**src/rtl/can_bus_responder_pkg.sv**
```systemverilog
// Shared definitions for the CAN controller bus responder.
//   - default parameter values (synchroniser depth, bank depth, IR/IER addresses)
//   - bus-cycle FSM state encoding
//   - packed bundle of the four synchronised, active-high bus strobes
package can_bus_responder_pkg;

    localparam int         SYNC_STAGES_DEF = 2;
    localparam int         REG_NUM_DEF     = 32;
    localparam logic [7:0] IR_ADDR_DEF     = 8'd3;
    localparam logic [7:0] IER_ADDR_DEF    = 8'd4;

    typedef enum logic [2:0] {
        ST_IDLE   = 3'd0,
        ST_ADDR   = 3'd1,
        ST_SEL    = 3'd2,
        ST_READ   = 3'd3,
        ST_WRITE  = 3'd4,
        ST_COMMIT = 3'd5
    } state_e;

    // Bus strobes after synchronisation, all converted to active-high.
    typedef struct packed {
        logic ale;
        logic cs;
        logic rd;
        logic wr;
    } strobe_t;

endpackage

```
**src/rtl/can_bus_responder_sync_ff.sv**
```systemverilog
// Multi-stage flop synchroniser for asynchronous bus inputs.
//   clk    in  system clock
//   rst_n  in  asynchronous active-low reset (all stages clear to 0)
//   d_i    in  WIDTH  asynchronous input
//   q_o    out WIDTH  input delayed by DEPTH clocks
// Every bit of a bus passes the same number of stages, so a data bus and its
// strobes synchronised with equal DEPTH stay cycle-aligned to each other.
module can_bus_responder_sync_ff #(
    parameter int WIDTH = 1,
    parameter int DEPTH = 2
) (
    input  logic             clk,
    input  logic             rst_n,
    input  logic [WIDTH-1:0] d_i,
    output logic [WIDTH-1:0] q_o
);

    logic [DEPTH-1:0][WIDTH-1:0] stage_q;
    logic [DEPTH-1:0][WIDTH-1:0] stage_d;

    always_comb begin
        stage_d = {stage_q[DEPTH-2:0], d_i};
    end

    // NOTE: state is updated with non-blocking assignments so every flop
    // samples the pre-edge value of its neighbour, independent of statement order.
    always_ff @(posedge clk or negedge rst_n) begin
        if (!rst_n) begin
            stage_q <= '0;
        end else begin
            stage_q <= stage_d;
        end
    end

    assign q_o = stage_q[DEPTH-1];

endmodule

```
**src/rtl/can_bus_responder.sv**
```systemverilog
// Target-side responder for the 8-bit multiplexed Intel-mode CAN controller bus.
// Decodes host address/read/write cycles into a byte register bank, returns
// read data on AD and raises INT_n from locally posted interrupt events.
//   clk, rst_n        clock, asynchronous active-low reset
//   can_ad_i/o/oe     multiplexed AD bus in, read data out, output enable
//   can_ale           address latch enable (active high)
//   can_cs_n/rd_n/wr_n chip select, read and write strobes (active low)
//   can_int_n         interrupt to host (active low)
//   loc_addr_i/wren_i/din_i/dout_o  local register port (dout registered)
//   int_set_i         per-bit pulses ORed into the interrupt register
//   host_wr_o/addr_o/data_o  one-clock notification of a committed host write
module can_bus_responder
    import can_bus_responder_pkg::*;
#(
    parameter int         SYNC_STAGES = SYNC_STAGES_DEF,
    parameter int         REG_NUM     = REG_NUM_DEF,
    parameter logic [7:0] IR_ADDR     = IR_ADDR_DEF,
    parameter logic [7:0] IER_ADDR    = IER_ADDR_DEF
) (
    input  logic       clk,
    input  logic       rst_n,
    input  logic [7:0] can_ad_i,
    output logic [7:0] can_ad_o,
    output logic       can_ad_oe,
    input  logic       can_ale,
    input  logic       can_cs_n,
    input  logic       can_rd_n,
    input  logic       can_wr_n,
    output logic       can_int_n,
    input  logic [4:0] loc_addr_i,
    input  logic       loc_wren_i,
    input  logic [7:0] loc_din_i,
    output logic [7:0] loc_dout_o,
    input  logic [7:0] int_set_i,
    output logic       host_wr_o,
    output logic [7:0] host_wr_addr_o,
    output logic [7:0] host_wr_data_o
);

    localparam int             AW      = $clog2(REG_NUM);
    localparam logic [AW-1:0]  IR_IDX  = AW'(IR_ADDR);
    localparam logic [AW-1:0]  IER_IDX = AW'(IER_ADDR);

    // ------------------------------------------------------------------
    // Input synchronisation and edge detection
    // ------------------------------------------------------------------
    logic [7:0] ad_s;
    strobe_t    strb_raw;
    strobe_t    strb_s;
    strobe_t    strb_dly_q;
    strobe_t    strb_dly_d;

    assign strb_raw = {can_ale, ~can_cs_n, ~can_rd_n, ~can_wr_n};

    can_bus_responder_sync_ff #(.WIDTH(8), .DEPTH(SYNC_STAGES)) u_sync_ad (
        .clk   (clk),
        .rst_n (rst_n),
        .d_i   (can_ad_i),
        .q_o   (ad_s)
    );

    can_bus_responder_sync_ff #(.WIDTH(4), .DEPTH(SYNC_STAGES)) u_sync_strb (
        .clk   (clk),
        .rst_n (rst_n),
        .d_i   (strb_raw),
        .q_o   (strb_s)
    );

    logic ale_rise;
    logic cs_fall;
    logic rd_fall;
    logic wr_fall;

    assign strb_dly_d = strb_s;
    assign ale_rise   =  strb_s.ale & ~strb_dly_q.ale;
    assign cs_fall    = ~strb_s.cs  &  strb_dly_q.cs;
    assign rd_fall    = ~strb_s.rd  &  strb_dly_q.rd;
    assign wr_fall    = ~strb_s.wr  &  strb_dly_q.wr;

    // ------------------------------------------------------------------
    // Bus-cycle FSM
    // ------------------------------------------------------------------
    state_e state_q;
    state_e state_d;

    // NOTE: every signal written in a combinational block gets a default at
    // the top, so no path leaves it unassigned and no latch is inferred.
    always_comb begin
        state_d = state_q;
        if (ale_rise) begin
            // A new address phase aborts whatever cycle was in progress.
            state_d = ST_ADDR;
        end else begin
            unique case (state_q)
                ST_IDLE:   state_d = ST_IDLE;
                ST_ADDR:   if (!strb_s.ale) state_d = ST_SEL;
                ST_SEL: begin
                    if (strb_s.cs && strb_s.rd) begin
                        state_d = ST_READ;
                    end else if (strb_s.cs && strb_s.wr) begin
                        state_d = ST_WRITE;
                    end else if (cs_fall) begin
                        state_d = ST_IDLE;
                    end
                end
                ST_READ:   if (rd_fall || cs_fall) state_d = ST_IDLE;
                ST_WRITE:  if (wr_fall) state_d = ST_COMMIT;
                ST_COMMIT: state_d = ST_IDLE;
                default:   state_d = ST_IDLE;
            endcase
        end
    end

    // ------------------------------------------------------------------
    // Datapath: address/data latches, register bank, bus and local outputs
    // ------------------------------------------------------------------
    logic [7:0] addr_q,   addr_d;
    logic [7:0] data_q,   data_d;
    logic [7:0] ad_o_q,   ad_o_d;
    logic       oe_q,     oe_d;
    logic       int_n_q,  int_n_d;
    logic [7:0] loc_dout_q, loc_dout_d;
    logic       host_wr_q,  host_wr_d;
    logic [7:0] host_wr_addr_q, host_wr_addr_d;
    logic [7:0] host_wr_data_q, host_wr_data_d;
    logic [7:0] bank_q [REG_NUM];
    logic [7:0] bank_d [REG_NUM];

    logic          addr_ok;
    logic          loc_ok;
    logic [AW-1:0] addr_idx;
    logic [AW-1:0] loc_idx;
    logic [7:0]    rd_data;
    logic          host_commit;
    logic [7:0]    ir_clr;

    assign addr_ok     = 32'(addr_q) < REG_NUM;
    assign loc_ok      = 32'(loc_addr_i) < REG_NUM;
    assign addr_idx    = AW'(addr_q);
    assign loc_idx     = AW'(loc_addr_i);
    assign rd_data     = addr_ok ? bank_q[addr_idx] : 8'h00;
    assign host_commit = (state_q == ST_COMMIT) && addr_ok;

    // IR is read-to-clear: cleared on the cycle the host leaves a read of IR.
    assign ir_clr = ((state_q == ST_READ) && (state_d != ST_READ) && (addr_q == IR_ADDR))
                    ? 8'hFF : 8'h00;

    always_comb begin
        addr_d         = addr_q;
        data_d         = data_q;
        bank_d         = bank_q;
        host_wr_d      = host_commit;
        host_wr_addr_d = host_wr_addr_q;
        host_wr_data_d = host_wr_data_q;

        // Address tracks AD for as long as ALE is high; the last sample is kept.
        if (strb_s.ale) begin
            addr_d = ad_s;
        end

        // Data follows AD while the write strobe is asserted, so the value
        // held is the last one sampled before WR_n returned high.
        if (strb_s.wr && (state_d == ST_WRITE)) begin
            data_d = ad_s;
        end

        // Local write first, host commit second: on an address collision the
        // host value overwrites the local one.
        if (loc_wren_i && loc_ok && (loc_idx != IR_IDX)) begin
            bank_d[loc_idx] = loc_din_i;
        end
        if (host_commit) begin
            host_wr_addr_d = addr_q;
            host_wr_data_d = data_q;
            if (addr_idx != IR_IDX) begin
                bank_d[addr_idx] = data_q;
            end
        end

        // IR is owned by set/clear only; a set arriving with a clear survives.
        bank_d[IR_IDX] = (bank_q[IR_IDX] & ~ir_clr) | int_set_i;

        oe_d       = (state_d == ST_READ);
        ad_o_d     = (state_d == ST_READ) ? rd_data : 8'h00;
        int_n_d    = ~|(bank_q[IR_IDX] & bank_q[IER_IDX]);
        loc_dout_d = loc_ok ? bank_q[loc_idx] : 8'h00;
    end

    // NOTE: the bank is a plain flop array with a full reset; it cannot map
    // to RAM anyway because IR is read-modify-written every cycle.
    always_ff @(posedge clk or negedge rst_n) begin
        if (!rst_n) begin
            state_q        <= ST_IDLE;
            strb_dly_q     <= '0;
            addr_q         <= '0;
            data_q         <= '0;
            ad_o_q         <= '0;
            oe_q           <= 1'b0;
            int_n_q        <= 1'b1;
            loc_dout_q     <= '0;
            host_wr_q      <= 1'b0;
            host_wr_addr_q <= '0;
            host_wr_data_q <= '0;
            bank_q         <= '{default: '0};
        end else begin
            state_q        <= state_d;
            strb_dly_q     <= strb_dly_d;
            addr_q         <= addr_d;
            data_q         <= data_d;
            ad_o_q         <= ad_o_d;
            oe_q           <= oe_d;
            int_n_q        <= int_n_d;
            loc_dout_q     <= loc_dout_d;
            host_wr_q      <= host_wr_d;
            host_wr_addr_q <= host_wr_addr_d;
            host_wr_data_q <= host_wr_data_d;
            bank_q         <= bank_d;
        end
    end

    assign can_ad_o       = ad_o_q;
    assign can_ad_oe      = oe_q;
    assign can_int_n      = int_n_q;
    assign loc_dout_o     = loc_dout_q;
    assign host_wr_o      = host_wr_q;
    assign host_wr_addr_o = host_wr_addr_q;
    assign host_wr_data_o = host_wr_data_q;

endmodule

```
**config.mk**
```make
export PLATFORM = sky130hd
export DESIGN_NAME = can_bus_responder
export DESIGN_NICKNAME = d
export VERILOG_FILES = /design/src/rtl/can_bus_responder_pkg.sv /design/src/rtl/can_bus_responder_sync_ff.sv /design/src/rtl/can_bus_responder.sv
export SDC_FILE = /design/constraint.sdc
export NUM_CORES = 1
export LEC_CHECK = 0
export CAP_MARGIN = 40
export CORE_ASPECT_RATIO = 1.2
export CORE_UTILIZATION = 50
export CTS_CLUSTER_DIAMETER = 80
export DETAILED_ROUTE_END_ITERATION = 8
export PLACE_DENSITY = 0.67
export SLEW_MARGIN = 20
export SYNTH_ARGS = -nofsm -noshare
export SYNTH_HDL_FRONTEND = slang
export SYNTH_HIERARCHICAL = 1
export SYNTH_SLANG_ARGS = --single-unit
```
**constraint.sdc**
```tcl
create_clock -name clk -period 4.3 [get_ports clk]
set_input_delay 0.86 -clock clk [delete_from_list [all_inputs] [get_ports clk]]
set_output_delay 0.86 -clock clk [all_outputs]
set_load 0.02 [all_outputs]
```
=== Word-level counts from Yosys, hierarchy flattened ===
Index checks and enable logic that the tools add are counted.

* Word-level logic and storage cells: 121
* Memory bits (read-only): 0
* RAM bits: 0
* Memories kept: 0
* Register bits: 338
* Output and inout port bits: 35
* Bits in latches: 0

* Add/subtract/negate cells: 0
* Muxes and demuxes: 26
* Eq/ne operators: 11
* Divide/modulo/power cells: 0
* Bitwise gates (word level): 17
* Multipliers: 0
* Magnitude comparators: 5
* Shifts and indexed selects: 0
* Reduce and logical (&&, ||, !) cells: 12

{| class="wikitable"
|+ Operator list
! cell !! number
|-
| 2-to-1 mux 256 bit || 3
|-
| bitwise mux 256 bit || 2
|-
| binary-select mux 8 bit (select 5 bit) || 2
|-
| demux 8 bit (select 5 bit) || 2
|-
| 2-to-1 mux 8 bit || 9
|-
| 2-to-1 mux 3 bit || 7
|-
| AND 8 bit || 2
|-
| greater-or-equal comparator 6 bit (second input constant) || 2
|-
| less-than comparator 6 x 1 -> 1 bit (second input constant) || 2
|-
| inverter 5 -> 6 bit || 2
|-
| one-hot mux 3 bit (4 select lines) || 1
|-
| inequality test 5 x 2 -> 1 bit (second input constant) || 2
|-
| equality test 3 x 2 -> 1 bit (second input constant) || 3
|-
| equality test 3 bit (second input constant) || 3
|-
| logical AND 1 bit || 9
|-
| equality test 8 x 2 -> 1 bit (second input constant) || 1
|-
| less-than comparator 8 x 6 -> 1 bit (second input constant) || 1
|-
| inverter 8 bit || 1
|-
| OR 8 bit || 1
|-
| OR reduction 8 bit || 1
|-
| inverter 1 bit || 7
|-
| AND 1 bit || 4
|-
| equality test 3 x 1 -> 1 bit (second input constant) || 1
|-
| inequality test 3 x 2 -> 1 bit (second input constant) || 1
|-
| 2 further kinds || 2
|}

=== Longest topological paths before layout ===
* Word-level depth: 14
* Gate-level depth with buffers: 8
* Gate-level depth less buffers: 5

=== Modules after synthesis ===
Netlist, hierarchy kept.

{| class="wikitable"
|+ Modules (own cells, without submodules)
! module !! area an instance (µm²) !! instances !! cells an instance !! seq. area each (µm²)
|-
| can_bus_responder || 18574.1 || 1 || 1698 || 7858.8
|-
| can_bus_responder_sync_ff at u_sync_ad || 400.4 || 1 || 16 || 400.4
|-
| can_bus_responder_sync_ff at u_sync_strb || 200.2 || 1 || 8 || 200.2
|}

=== Worst setup path before layout ===
OpenSTA, ideal clock, no wires.

* Kind: input to register
* Start: input port loc_addr_i[0]
* End: register loc_dout_q[5], in the netlist loc_dout_o[5]
* Cell stages on the path: 6
* Slack: 1.772 ns
* Library setup time: 0.144 ns
* Required time: 4.156 ns
* Path buffers: 3
* Arrival: 2.384 ns
* Cells stage by stage: buf_2 -> buf_2 -> buf_2 -> mux4_2 -> a32oi_1 -> o2111ai_1

* Word-level cells in the longest chain between the ends: 4

{| class="wikitable"
|+ RTL lines
! item !! line !! RTL
|-
| start, declared || can_bus_responder.sv:30 || <nowiki>input logic [4:0] loc_addr_i,</nowiki>
|-
| inverter 5 -> 6 bit (not written as such) || can_bus_responder.sv:186 || <nowiki>loc_dout_d = loc_ok ? bank_q[loc_idx] : 8'h00;</nowiki>
|-
| binary-select mux 8 bit (select 5 bit) || can_bus_responder.sv:186 ||
|-
| 2-to-1 mux 8 bit (not written as such) (2 in series) || can_bus_responder.sv:186 ||
|-
| named net loc_dout_d[5] || can_bus_responder.sv:122 || <nowiki>logic [7:0] loc_dout_q, loc_dout_d;</nowiki>
|-
| end signal, assigned || can_bus_responder.sv:213 || <nowiki>loc_dout_q <= loc_dout_d;</nowiki>
|-
| end, declared || can_bus_responder.sv:122 ||
|}

The timed path passes the listed nets, and every way through them passes these cells. The select of a mux whose other input is x is not followed.
A chain may end at the register's enable or synchronous reset.

=== Worst setup path in the final report ===
* Start: register addr_q[0]
* End: register ad_o_q[5], in the netlist can_ad_o[5]

* Word-level cells in the longest chain between the ends: 6

{| class="wikitable"
|+ RTL lines
! item !! line !! RTL
|-
| start, declared || can_bus_responder.sv:117 || <nowiki>logic [7:0] addr_q, addr_d;</nowiki>
|-
| start signal, assigned || can_bus_responder.sv:208 || <nowiki>addr_q <= addr_d;</nowiki>
|-
| inverter 5 -> 6 bit (not written as such) || can_bus_responder.sv:141 || <nowiki>assign rd_data = addr_ok ? bank_q[addr_idx] : 8'h00;</nowiki>
|-
| binary-select mux 8 bit (select 5 bit) || can_bus_responder.sv:141 ||
|-
| 2-to-1 mux 8 bit (not written as such) (2 in series) || can_bus_responder.sv:141 ||
|-
| 2-to-1 mux 8 bit (*) || can_bus_responder.sv:141 ||
|-
| 2-to-1 mux 8 bit (*) || can_bus_responder.sv:184 || <nowiki>ad_o_d = (state_d == ST_READ) ? rd_data : 8'h00;</nowiki>
|-
| named net ad_o_d[5] || can_bus_responder.sv:119 || <nowiki>logic [7:0] ad_o_q, ad_o_d;</nowiki>
|-
| end signal, assigned || can_bus_responder.sv:210 || <nowiki>ad_o_q <= ad_o_d;</nowiki>
|-
| end, declared || can_bus_responder.sv:119 ||
|}

Mark *: on every way through the listed nets, which the timed path passes. The rest lies on a longest branch. The select of a mux whose other input is x is not followed.

==> summary.md <==
| Metric | Value |
|---|---|
| HP Class | in -> async |
| CTS sink cnt | about 340 |
| IO buf count | 70 |
| Gate Count Post-Synth | 1722 |
| Mux contribution to synthesized area | 29.2% |
| Synthesized-area fraction occupied by and/or/nand/nor cells | 11.5% |
| Clock Pin Slew Worst Setup and Hold Paths | approximately 0.060 ns |
| H-Tree Depth | 2 |
| RD Place Congestion | 0.935 |
| Status | finished, final reports clean |
| First-pass GRT wire length | 91.4 mm |
| Synth unique cells | 61 |
| TritonRoute pass-1 iters | 6 |
| Most common cell in the netlist | dfrtp_1 |
| CTS root buf | clkbuf_16 |
| CTS buffer count | 37 |
| Postcts setup bufs | 0 |
| Multi-input logic area | 9810 um2 |
| CTS tree | yes |
| DRT iter0 DRCs | 1546 |
| Largest net degree at the start of global routing | slightly above 90 |
| Post-Synth Adder-Cell Area | 0% |
| Combinational family with the most area after synthesis | multiplexers |
| Yosys top cell area share | 44.0% |
| FF+latch area | about 8500 um2 |
| Yosys top cell by area | dfrtp_1 |
| Net Sw Frac | 30.9% |
| Clock share of power | 33.7% |
| Worst rel slew slack | 38.2% |
| Hold Violations, Final | 0 |
| Psw | 2890 uW |
| Final HPWL DP | 39.8 mm |
| Final nets | 1756 |
| FP Rows | 78 |
| Commonest cells in the netlist | dfrtp_1 (337), mux2i_1 (262), nand2_1 (197) |
| Crit path max fanout | 41 |
| DIE AREA | 39100 um2 |
| Fmax | 335 MHz |
| Mapped Nets | 1758 |
| Cell Area, Synth | around 19000 um2 |
| P per Cell Area | 436 nW/um2 |
| Unrepaired setup endpoints after global routing | false |
| Comb pwr share | 21.2% |
| Internal power | 6440 uW |
| CORE AREA | 37800 um2 |
| Share of cells above drive strength 1 | 17.8% |
| Post-synth top flop | dfrtp_1 |
| Final WL | between 60 and 70 mm |
| Flop pwr share | a little under half |
| XOR/XNOR Fraction of Synth Area | less than 1% |
| Pleak | 0.00823 uW |
| Area Overhead vs Synth | 11.5% |
| Max-Cap Viols | 0 |
| Final Setup Violations | 0 |
| Largest vdd supply drop | 0.362 mV |
| Antenna violations before repair | 1 |
| Num ports | a little over 70 |
| Clock buffer depth | 3 |
| Worst-margin pin slew | 0.927 ns |
| Crit path arrival time | 3.34 ns |
| Flops & latches, synth | 338 |
| Sequential-to-total area share from yosys stat | between 40% and 50% |
| GRT Util Overall | 31.4% |
| CP Launch Type | flip-flop |
| Hold buffer count at CTS | 0 |
| Worst Clk Skew | around 0.017 ns |
| Critical path class | reg -> reg |
| Sum Neg Setup Slack | 0 ns |
| Via count | 14500 |
| Fin crit period | 2.98 ns |
| Ant. Diodes | 0 |
| Gr ovfl total | 0 |
| Avg Cell Area, Syn | 11.1 um2 |
| Placed insts | 2153 |
| Vias per cell | 6.51 |
| Pins Over Slew Limit | 0 |
| Fillers | 3153 |
| Post-synth EDFFs | 0 |
| WL/cell | 27.0 um |
| Initial Utilization | roughly half |
| Yosys warning count | 6 |
| Synth top area cells | dfrtp_1 (44%), mux4_2 (14%), mux2i_1 (14%), nand2_1 (3.9%), o21ai_0 (3.0%) |
| Post-route ant nets | 0 |
| Period utilisation layout | 69.4% |
| Clock latency on the worst-skew pair | 0.55 ns |
| Cts repair resizes | 0 |
| Critical Path RT | 4.65 ns |
| FFs w/ async S/R, synth | 100% |
| CP Capture Type | flip-flop |
| Vias in the first global route | around 14000 |
| Synth Area in Compound Gates | 10.4% |
| Final std cells w/o fill | roughly 2200 |
| Die X | 181 um |
| Residual DRC | 0 |
| Die height | roughly 220 um |
==> stage by stage <==
step	instance area (um2)	setup slack, ns	util (%)	power, uW	hold WS (ns)
final	21400	1.32	56.6	9330	0.292
after global routing	21400	1.22	56.6	9660	0.340
after CTS	21200	1.32	56.2	9290	0.322
after detailed placement	20100	0.904	53.1	6150	0.336
after global placement	20000	0.969	52.9	6060	0.332
after floorplan	19200	1.77	-	5340	0.331
==> placed cells by master, fill, tap and decap left out, drive strengths merged, types with 2 or more instances in the layout <==
cell type      synthesis  routed
nor3                   8       8
nor3b                  2       2
o21bai                 2       2
mux2i                262     262
o22a                   2       2
and2                   5       5
a21oi                114     114
or3b                   2       2
mux4                 118     118
nor2                 157     157
and3                   2       2
a32oi                 11      11
o32ai                  2       2
nor2b                  5       5
a22oi                 31      31
a31oi                  9       9
nand4b                 2       2
inv                    9      10
clkbuf                47      58
nor4                  19      19
or3                    2       2
nand2b                 7       7
buf                  120      61
or2                    5       5
nand2                197     197
nand3b                 8       8
or4                   15      15
o21ai                147     147
a21o                   3       3
mux2                  29      29
nand3                  7       7
o22ai                  8       8
clkdlybuf4s50          0      65
a221oi                 7       7
o2111ai                7       7
clkinv                 2       7
dfrtp                337     337
==> flip-flops by register name, indices dropped and copies added (netlist names), 3 cells and up <==
name                 flops
u_sync_strb/stage_d      4
strb_dly_q               4
data_q                   8
loc_dout_o               8
u_sync_strb/q_o          4
state_q                  3
addr_q                   8
can_ad_o                 8
u_sync_ad/stage_d        8
host_wr_data_o           8
host_wr_addr_o           8
bank_q                 256
u_sync_ad/q_o            8
==> per-layer routing <==
layer / vias to the layer above / routed length, um / GRT usage [%]
met1: 7275 / 24300 / 43.5
met5: - / 13 / 0
li1: 6289 / - / -
met4: 2 / 3110 / 15.3
met3: 152 / 5320 / 6.17
met2: 783 / 27400 / 47.5
==> critical path, stage by stage, from the launching register on <==
cell and delay (ns):
dfrtp_4 0.86, buf_4 0.45, mux2_2 0.39, o22ai_1 0.13
nor3_1 0.08, a221oi_1 0.56, a31oi_1 0.28
==> kinds of logic after synthesis <==
| kind of cell | count (synthesis) |
|---|---|
| flip-flops | 338 |
| XOR/XNOR | 1 |
| multiplexers | 409 |
| AND/OR/NAND/NOR | 447 |
| buffers and inverters | 178 |
| AO/OA/AOI/OAI | 349 |
==> cell type report <==
type                    instances  share of cell area [%]
clock buffers                  58                    5.13
multi-input cells            1206                    45.9
clock inverters                 8                   0.334
flip-flops and latches        338                    39.6
repair buffers                126                    5.98
well taps                     480                    2.81
inverters                      11                   0.193
==> final timing paths <==
kind	slack (ns)	cells past startpoint	endpoint	from
setup / recovery	1.32	6	can_ad_o[5]	addr_q[0]
max in group asynchronous	3.06	2	can_int_n	rst_n
hold / removal	0.29	1	bank_q[56]	rst_n
hold reg to reg	0.35	0	u_sync_ad/q_o[5]	u_sync_ad/stage_d[13]
min in group clk	0.35	0	u_sync_ad/q_o[5]	u_sync_ad/stage_d[13]
setup reg to reg	1.32	6	can_ad_o[5]	addr_q[0]
==> power by group through the flow <==
stage,Clock [uW],Combinational [uW],Sequential (uW)
after floorplan,0,1350,3990
after global placement,0,1820,4250
after detailed placement,0,1890,4260
after CTS,3190,1890,4210
after global routing,3310,2090,4260
final,3150,1980,4210
(Power assumes the default switching activity.)
